`config.mk`:
```
export PLATFORM = sky130hd
export DESIGN_NAME = conv_result_collector
export DESIGN_NICKNAME = d
export VERILOG_FILES = /design/src/rtl/conv_pkg.sv /design/src/rtl/conv_result_ram.sv /design/src/rtl/conv_result_collector.sv
export SDC_FILE = /design/constraint.sdc
export NUM_CORES = 1
export LEC_CHECK = 0
export BUFFER_PORTS_ARGS = -buffer_cell sky130_fd_sc_hd__buf_2
export CAP_MARGIN = 30
export CORE_ASPECT_RATIO = 1.5
export CORE_MARGIN = 8
export CORE_UTILIZATION = 52
export DETAILED_ROUTE_END_ITERATION = 8
export GPL_TIMING_DRIVEN = 0
export PLACE_DENSITY = 0.68
export SLEW_MARGIN = 20
export SYNTH_ARGS = -nofsm -noshare
export SYNTH_HDL_FRONTEND = slang
export SYNTH_SLANG_ARGS = --single-unit
```
`constraint.sdc`:
```
create_clock -name clk -period 8 [get_ports clk]
set_input_delay 1.2 -clock clk [delete_from_list [all_inputs] [get_ports clk]]
set_output_delay 1.2 -clock clk [all_outputs]
set_load 0.02 [all_outputs]
```
`src/rtl/conv_pkg.sv`:
```
// Shared constants, FSM encoding and the row/col-to-address helper for the result collector.
// Latency: none (declarations only).
// Backpressure: not applicable.
package conv_pkg;

  localparam int DATA_W  = 16;
  localparam int OUT_DIM = 5;
  localparam int OUT_N   = OUT_DIM * OUT_DIM;
  localparam int ADDR_W  = 5;
  localparam int RC_W    = 3;

  typedef enum logic [1:0] {
    ST_IDLE  = 2'd0,
    ST_FILL  = 2'd1,
    ST_DRAIN = 2'd2
  } state_t;

  // Raster address of an output-map position.
  function automatic logic [ADDR_W-1:0] rc_to_addr(input logic [RC_W-1:0] row,
                                                   input logic [RC_W-1:0] col);
    return ADDR_W'(row) * ADDR_W'(OUT_DIM) + ADDR_W'(col);
  endfunction

endpackage

```
`src/rtl/conv_result_ram.sv`:
```
// 25x16 register file with one write port and one registered read port.
// Latency: read data valid one cycle after rd_en.
// Backpressure: none; rd_data holds its value while rd_en is low.
module conv_result_ram
  import conv_pkg::*;
(
  input  logic              clk,
  input  logic              rst_n,
  input  logic              wr_en,
  input  logic [ADDR_W-1:0] wr_addr,
  input  logic [DATA_W-1:0] wr_data,
  input  logic              rd_en,
  input  logic [ADDR_W-1:0] rd_addr,
  output logic [DATA_W-1:0] rd_data
);

  logic [DATA_W-1:0] mem [OUT_N];

  // Storage array: contents are never reset, the collector's written-mask gates them.
  always_ff @(posedge clk) begin
    if (wr_en) begin
      mem[wr_addr] <= wr_data;
    end
  end

  // Read register: only the port register is reset so the output starts at zero.
  always_ff @(posedge clk or negedge rst_n) begin
    if (!rst_n) begin
      rd_data <= '0;
    end else if (rd_en) begin
      rd_data <= mem[rd_addr];
    end
  end

endmodule

```
`src/rtl/conv_result_collector.sv`:
```
// Collects a serpentine-ordered 5x5 convolution result map and drains it in raster order.
// Latency: first word valid 1 cycle after entering DRAIN, then 1 word/clk with out_ready high.
// Backpressure: out_ready low holds out_data/out_last; input is dropped (ovf) while draining.
// Optional build macro CONV_RELU_EN clamps negative results to zero on write.
module conv_result_collector
  import conv_pkg::*;
(
  input  logic              clk,
  input  logic              rst_n,
  input  logic              in_valid,
  input  logic [DATA_W-1:0] in_data,
  input  logic              in_finish,
  output logic              out_valid,
  input  logic              out_ready,
  output logic [DATA_W-1:0] out_data,
  output logic              out_last,
  output logic              busy,
  output logic              ovf,
  output logic              short_frm
);

  state_t            state_q;
  logic [RC_W-1:0]   row_q;
  logic [RC_W-1:0]   col_q;
  logic [RC_W-1:0]   row_nxt;
  logic [RC_W-1:0]   col_nxt;
  logic [ADDR_W-1:0] wr_cnt_q;
  logic [ADDR_W-1:0] rd_ptr_q;
  logic [OUT_N-1:0]  mask_q;
  logic              hit_q;

  logic              wr_en;
  logic [ADDR_W-1:0] wr_addr;
  logic [DATA_W-1:0] wr_data;
  logic              last_xfer;
  logic              fetch;
  logic [DATA_W-1:0] rd_data;

  assign wr_en     = in_valid && (state_q != ST_DRAIN);
  assign wr_addr   = rc_to_addr(row_q, col_q);
  assign last_xfer = out_valid && out_ready && out_last;
  assign fetch     = (state_q == ST_DRAIN) && !last_xfer && (!out_valid || out_ready)
                     && (rd_ptr_q < ADDR_W'(OUT_N));
  assign busy      = (state_q != ST_IDLE);
  assign out_data  = hit_q ? rd_data : '0;

`ifdef CONV_RELU_EN
  assign wr_data = in_data[DATA_W-1] ? '0 : in_data;
`else
  assign wr_data = in_data;
`endif

  // Serpentine walk: even rows step right, odd rows step left, row advances at the edge.
  always_comb begin
    row_nxt = row_q;
    col_nxt = col_q;
    if (!row_q[0]) begin
      if (col_q == RC_W'(OUT_DIM - 1)) row_nxt = row_q + 3'd1;
      else                             col_nxt = col_q + 3'd1;
    end else begin
      if (col_q == '0) row_nxt = row_q + 3'd1;
      else             col_nxt = col_q - 3'd1;
    end
  end

  // Collector FSM with all control outputs and counters registered.
  always_ff @(posedge clk or negedge rst_n) begin
    if (!rst_n) begin
      state_q   <= ST_IDLE;
      row_q     <= '0;
      col_q     <= '0;
      wr_cnt_q  <= '0;
      rd_ptr_q  <= '0;
      mask_q    <= '0;
      hit_q     <= 1'b0;
      out_valid <= 1'b0;
      out_last  <= 1'b0;
      ovf       <= 1'b0;
      short_frm <= 1'b0;
    end else begin
      case (state_q)
        ST_IDLE: begin
          if (in_valid) begin
            // Row/col sit at 0 here, so this sample lands in entry 0.
            state_q   <= ST_FILL;
            mask_q    <= OUT_N'(1);
            wr_cnt_q  <= ADDR_W'(1);
            row_q     <= row_nxt;
            col_q     <= col_nxt;
            ovf       <= 1'b0;
            short_frm <= 1'b0;
          end
        end

        ST_FILL: begin
          if (in_valid) begin
            mask_q[wr_addr] <= 1'b1;
            wr_cnt_q        <= wr_cnt_q + 5'd1;
            row_q           <= row_nxt;
            col_q           <= col_nxt;
          end
          // A finish coinciding with the 25th write is treated as a full frame.
          if ((in_valid && wr_cnt_q == ADDR_W'(OUT_N - 1)) || in_finish) begin
            state_q  <= ST_DRAIN;
            row_q    <= '0;
            col_q    <= '0;
            wr_cnt_q <= '0;
            rd_ptr_q <= '0;
            if (!(in_valid && wr_cnt_q == ADDR_W'(OUT_N - 1))) begin
              short_frm <= 1'b1;
            end
          end
        end

        ST_DRAIN: begin
          if (in_valid) begin
            ovf <= 1'b1;
          end
          if (last_xfer) begin
            state_q   <= ST_IDLE;
            out_valid <= 1'b0;
            out_last  <= 1'b0;
            rd_ptr_q  <= '0;
          end else if (fetch) begin
            out_valid <= 1'b1;
            out_last  <= (rd_ptr_q == ADDR_W'(OUT_N - 1));
            hit_q     <= mask_q[rd_ptr_q];
            rd_ptr_q  <= rd_ptr_q + 5'd1;
          end
        end

        default: begin
          state_q <= ST_IDLE;
        end
      endcase
    end
  end

  conv_result_ram u_ram (
    .clk     (clk),
    .rst_n   (rst_n),
    .wr_en   (wr_en),
    .wr_addr (wr_addr),
    .wr_data (wr_data),
    .rd_en   (fetch),
    .rd_addr (rd_ptr_q),
    .rd_data (rd_data)
  );

endmodule

```
# Yosys cells after proc, flatten, opt, wreduce, memory -nomap -nowiden
# Memory sizes are Yosys's and may differ from the RTL's. A register that Yosys moved wholly into a read port is not among the register bits.
# Cells that the tools add are included.
[totals]
regBits = 48
in_bits = 21
ramBits = 400
out_inout_bits = 21
mem_count = 1
[memory_table]
columns = ["memory", "words", "width", "read_ports", "rd_clocked_by_memory_dff", "wr", "line_no", "text"]
rows = [
  ["u_ram.mem", 25, 16, 1, 1, 1, "conv_result_ram.sv:17", "logic [DATA_W-1:0] mem [OUT_N];"],
]
[op_classes]
addsub = 6
order_cmp = 4
mul = 1
reduce_logical = 28
mux = 44
n_eq_ne = 14
bitwise = 2
[ops]
columns = ["operator", "count"]
rows = [
  ["two-way mux 25 bit", 2],
  ["case mux 25 bit (2 select lines)", 1],
  ["two-way mux 3 bit", 10],
  ["two-way mux 5 bit", 6],
  ["bitwise OR 25 bit", 1],
  ["case mux 5 bit (2 select lines)", 2],
  ["AND reduction 3 bit", 6],
  ["two-way mux 16 bit", 1],
  ["inequality test 2 bit, second input constant", 7],
  ["less-than comparator 5 x 6 -> 1 bit, second input constant", 2],
  ["two-way mux 1 bit", 12],
  ["case mux 3 bit (2 select lines)", 2],
  ["adder 5 x 1 -> 5 bit, second input constant", 2],
  ["equality test 5 bit, second input constant", 2],
  ["nonzero test 2 bit", 5],
  ["logical AND 1 bit", 8],
  ["adder 3 x 1 -> 3 bit, second input constant", 2],
  ["two-way mux 2 bit", 3],
  ["inequality test 3 bit, second input constant", 2],
  ["case mux 2 bit (3 select lines)", 1],
  ["adder 5 x 3 -> 5 bit", 1],
  ["binary-select mux 1 bit (select 5 bit)", 1],
  ["demux 1 bit (select 5 bit)", 1],
  [">= comparator 5 x 1 -> 1 bit, second input constant", 1],
  ["other kinds (14)", 18],
]

# Longest topological paths before layout
[logic_depth]
word_depth = 9
ltp_mapped = 9
depth_no_buf = 8

# Hierarchy
# A second synthesis with hierarchy kept.
[hier_totals]
hier_cells = 1179
hier_area_um2 = 19075.8
[by_module_without_submodules]
columns = ["mod", "area_per_inst_um2", "cells_per_inst", "n_inst"]
rows = [
  ["conv_result_ram", 16314.4, 890, 1],
  ["conv_result_collector", 2761.4, 289, 1],
]

# Worst setup path before layout
# OpenSTA, ideal clock, no wires.
[synth_timing]
kind = "register to register"
startpoint = "register row_q[0]"
endpoint = "memory u_ram.mem[24][0], enable pin"
setup_time_ns = 0.430
stages_incl_launch_ff = 8
slack_ns = 4.057
t_arrival_ns = 3.513
path_cell_list = "dfrtp_1 -> ha_1 -> ha_1 -> ha_1 -> a21o_1 -> a21oi_1 -> xnor2_1 -> nor4_1"
[synth_between]
elab_chain_len = 2
[synth_lines]
columns = ["item", "line_no", "text"]
rows = [
  ["from (decl)", "conv_result_collector.sv:23", "logic [RC_W-1:0] row_q;"],
  ["from (signal assigned)", "conv_result_collector.sv:88", "row_q <= row_nxt;"],
  ["from (signal assigned)", "conv_result_collector.sv:99", "row_q <= row_nxt;"],
  ["multiplier 3 x 3 -> 5 bit", "conv_pkg.sv:21", "return ADDR_W'(row) * ADDR_W'(OUT_DIM) + ADDR_W'(col);"],
  ["adder 5 x 3 -> 5 bit", "conv_pkg.sv:21", ""],
  ["to (decl)", "conv_result_ram.sv:17", ""],
]
# Every way passes these cells.

# Worst setup path in the final report
[layout_timing]
startpoint = "register row_q[0]"
endpoint = "memory u_ram.mem[22][0], enable pin"
# The elaborated chain is that of the path after synthesis.

==> results by group <==
Global routing
  – Grt ovf: 0
  – M1 GR Usage: between 20 and 30%
  – Top Usage Layer GRT: met2
  – Largest net degree at the start of global routing: 52
  – Number of global-route vias before repair: around 11000
  – Antenna violations before repair: 0
  – GRT met2 Usage: about two fifths
  – First-pass GRT wire length: between 70 and 80 mm
  – Global-route met3 utilization: 2.93%
  – Total Routing Usage GR: 23.2%

Setup path
  – Critical path launch point: row_q[0]$_DFFE_PN0N_
  – Worst EP required: around 8.3 ns
  – Startpoint Class: flop
  – Register-to-register setup slack: around 4.4 ns
  – CP Data Arrival Time: 3.84 ns
  – Worst R2R Start: row_q[0]$_DFFE_PN0N_
  – CP Capture Type: flop
  – Critical path fanouts, max: 11
  – Setup CP Type: flop to flop

Power and ir drop
  – Cell Pwr Density: 322 nW/um2
  – Static leakage: about 7.2 nW
  – Peak supply drop: around 0.17 mV

Finish
  – Most common cell after layout, fill and taps aside: edfxtp_1
  – Antenna Cells: 0
  – Final-stage net count: 1285
  – Most frequent cells in the layout: 400 x edfxtp_1, 148 x mux2i_1, 64 x dfrtp_1, 50 x buf_2, 50 x nand2_1
  – Ratio of cells with drive above 1 in the final layout: 18.3%
  – Final-layout fill cell count: 2700
  – Core Util, Final: 59.5%
  – Final instance area: between 20000 and 25000 um2
  – Synth-to-layout area growth: 13.2%

Drt
  – Vias after detailed routing: 10500
  – Iter 0 DRT Violations: ~1000
  – Avg Vias per Cell: about 6.0
  – Post-route ant nets: 0
  – Drt pass-1 iters: 5
  – Remaining DRCs: 0
  – Wire per inst: 27.7 um
  – Final wirelength: slightly below 50 mm

Place
  – Placed cell areas: between 20000 and 25000 um2
  – Routability Congestion: 0.865
  – HPWL after DPL: roughly 34 mm
  – IO Port Bufs: 40
  – Pre-CTS setup slack: 4.31 ns

Clock network
  – Post-CTS sizing: 0
  – CTS Buf Count: around 40
  – Worst-Skew Late Latency: 0.56 ns
  – Clock transition at the registers of the reported paths: ~0.060 ns
  – TritonCTS clock tree: yes
  – Hold_buf cts: 0
  – # H-tree levels: 2
  – CTS max path bufs: 3
  – Post CTS Setup Buffer Count: 0
  – Clock Root Buffer: clkbuf_16
  – Sink Count: around 460

Floorplanning
  – Die Area: ~43000 um2
  – Rows: between 80 and 90
  – Initial Util: ~53%
  – Die Wd: approximately 170 um
  – Core area: 35800 um2
  – Chip height: around 250 um
  – IO Count: between 40 and 50

STA
  – RSZ-0062 raised after global routing: false
  – WHS: approximately 0.48 ns
  – Slew Viols, Final: 0
  – Setup_tns: 0 ns
  – Clock skew: 0.0173 ns
  – Slew Limit Headroom: 40.2%
  – Period utilisation layout: 44.9%
  – Final setup violating endpoints: 0
  – Final Hold Vio Count: 0
  – Min cycle time layout: approximately 3.6 ns
  – Worst slew pin tran: 0.897 ns
  – Fmax: roughly 280 MHz
  – Final Worst Setup Slack: 4.41 ns

Min path
  – Min-Delay Path Class: flop to flop
  – Hold wc startpoint: mask_q[9]$_DFFE_PN0P_

Synthesis
  – Distinct cells, synth: between 50 and 60
  – Area leader, netlist: edfxtp_1
  – Synth top area share: about 64%
  – Mapped Area: 18800 um2
  – Post-synth EDFFs: 400
  – Area contributors post-synth: edfxtp_1 64%, dfrtp_1 8.5%, mux2i_1 7.9%
  – Syn Area/Cell: ~17 um2
  – Asr flop ratio synth: 13.8%
  – Syn Inst Count: ~1100
  – Synthesis Warnings: 0
  – Post-synthesis sequential area ratio: between 70% and 80%
  – Number of register bits inferred by synthesis: roughly 460
  – Syn Nets: around 1200
  – Top_reg_cell synth: edfxtp_1

Run status
  – Status: complete, no violations

Run
  – Max_cap viols: 0
==> final timing paths <==
kind / endpoint / depth (start not counted)
setup / recovery: u_ram.mem[22][0]$_DFFE_PP_ / 9
hold reg to reg: mask_q[9]$_DFFE_PN0P_ / 2
setup reg to reg: u_ram.mem[22][0]$_DFFE_PP_ / 9
max in group asynchronous: col_q[1]$_DFFE_PN0N_ / 2
hold / removal: mask_q[9]$_DFFE_PN0P_ / 2
min in group asynchronous: wr_cnt_q[1]$_DFFE_PN0P_ / 1
==> cells in the mapped netlist, types with 6 or more instances <==
cell type	instances
nand3_1	19
buf_2	10
nor2_1	59
buf_4	16
nor2b_1	13
nand2b_1	10
a22o_1	20
dfrtp_1	64
and2_1	20
a22oi_1	34
inv_1	7
mux2i_1	148
buf_6	13
nand2_1	50
a211oi_1	8
mux4_2	28
edfxtp_1	400
a221oi_1	7
ha_1	16
o22ai_1	18
a21oi_1	34
clkbuf_1	16
o21ai_0	37
nor3_1	9
a31oi_1	25
xor2_1	6
==> cells by family after synthesis <==
group / Yosys count / synth area share, %
fa+ha+maj: 17 / 1.17
mux: 177 / 11.3
simple gates: 197 / 4.96
buf+inv: 69 / 2.46
compound gates: 203 / 7.33
flops: 464 / 72.3
xor+xnor: 11 / 0.512
==> cell type report <==
type | instances | area [um2] | area share, %
Sequential cell | 464 | 13600 | 63.9
Multi-Input combinational cell | 605 | 4830 | 22.6
Clock buffer | 52 | 1100 | 5.15
Tap cell | 478 | 598 | 2.81
Timing Repair Buffer | 66 | 551 | 2.58
Buffer | 62 | 438 | 2.05
Clock inverter | 23 | 170 | 0.798
Inverter | 7 | 26.3 | 0.123
==> power breakdown <==
| group | internal (mW) | leakage, nW | switching [mW] |
|---|---|---|---|
| clock network | 1.04 | 0.620 | 0.866 |
| registers | 2.91 | 4.42 | 0.101 |
| logic | 0.689 | 2.18 | 1.26 |
==> worst max-delay path: stages (launching register included) <==
cell	delay (ns)
dfrtp_1	0.43
ha_1	0.31
ha_1	0.32
ha_1	0.30
a21o_1	0.15
a21oi_1	0.24
xor2_1	0.32
nand3_1	0.40
nor2_2	0.54
buf_6	0.26
==> sequential cells by signal, summed over array words and instances, names as in the netlist <==
register / flops
out_last: 1
mask_q: 25
u_ram.rd_data: 16
row_q: 3
ovf: 1
state_q: 2
out_valid: 1
hit_q: 1
rd_ptr_q: 5
col_q: 3
wr_cnt_q: 5
u_ram.mem: 400
short_frm: 1
==> through the flow <==
| stage | cells | total power [mW] |
|---|---|---|
| after floorplan | 1138 | 4.24 |
| after global placement | 1656 | 4.90 |
| after detailed placement | 1682 | 5.01 |
| after CTS | 1757 | 6.88 |
| after global routing | 1757 | 7.11 |
| final | 1757 | 6.87 |
==> layer usage <==
layer / up-vias / share of wire, % / wire (um)
met5: - / 0 / 0
met4: 0 / 5.2 / 2510
li1: 4666 / - / -
met2: 402 / 53 / 25500
met3: 101 / 5.6 / 2720
met1: 5378 / 37 / 17800
(Power assumes the default switching activity.)
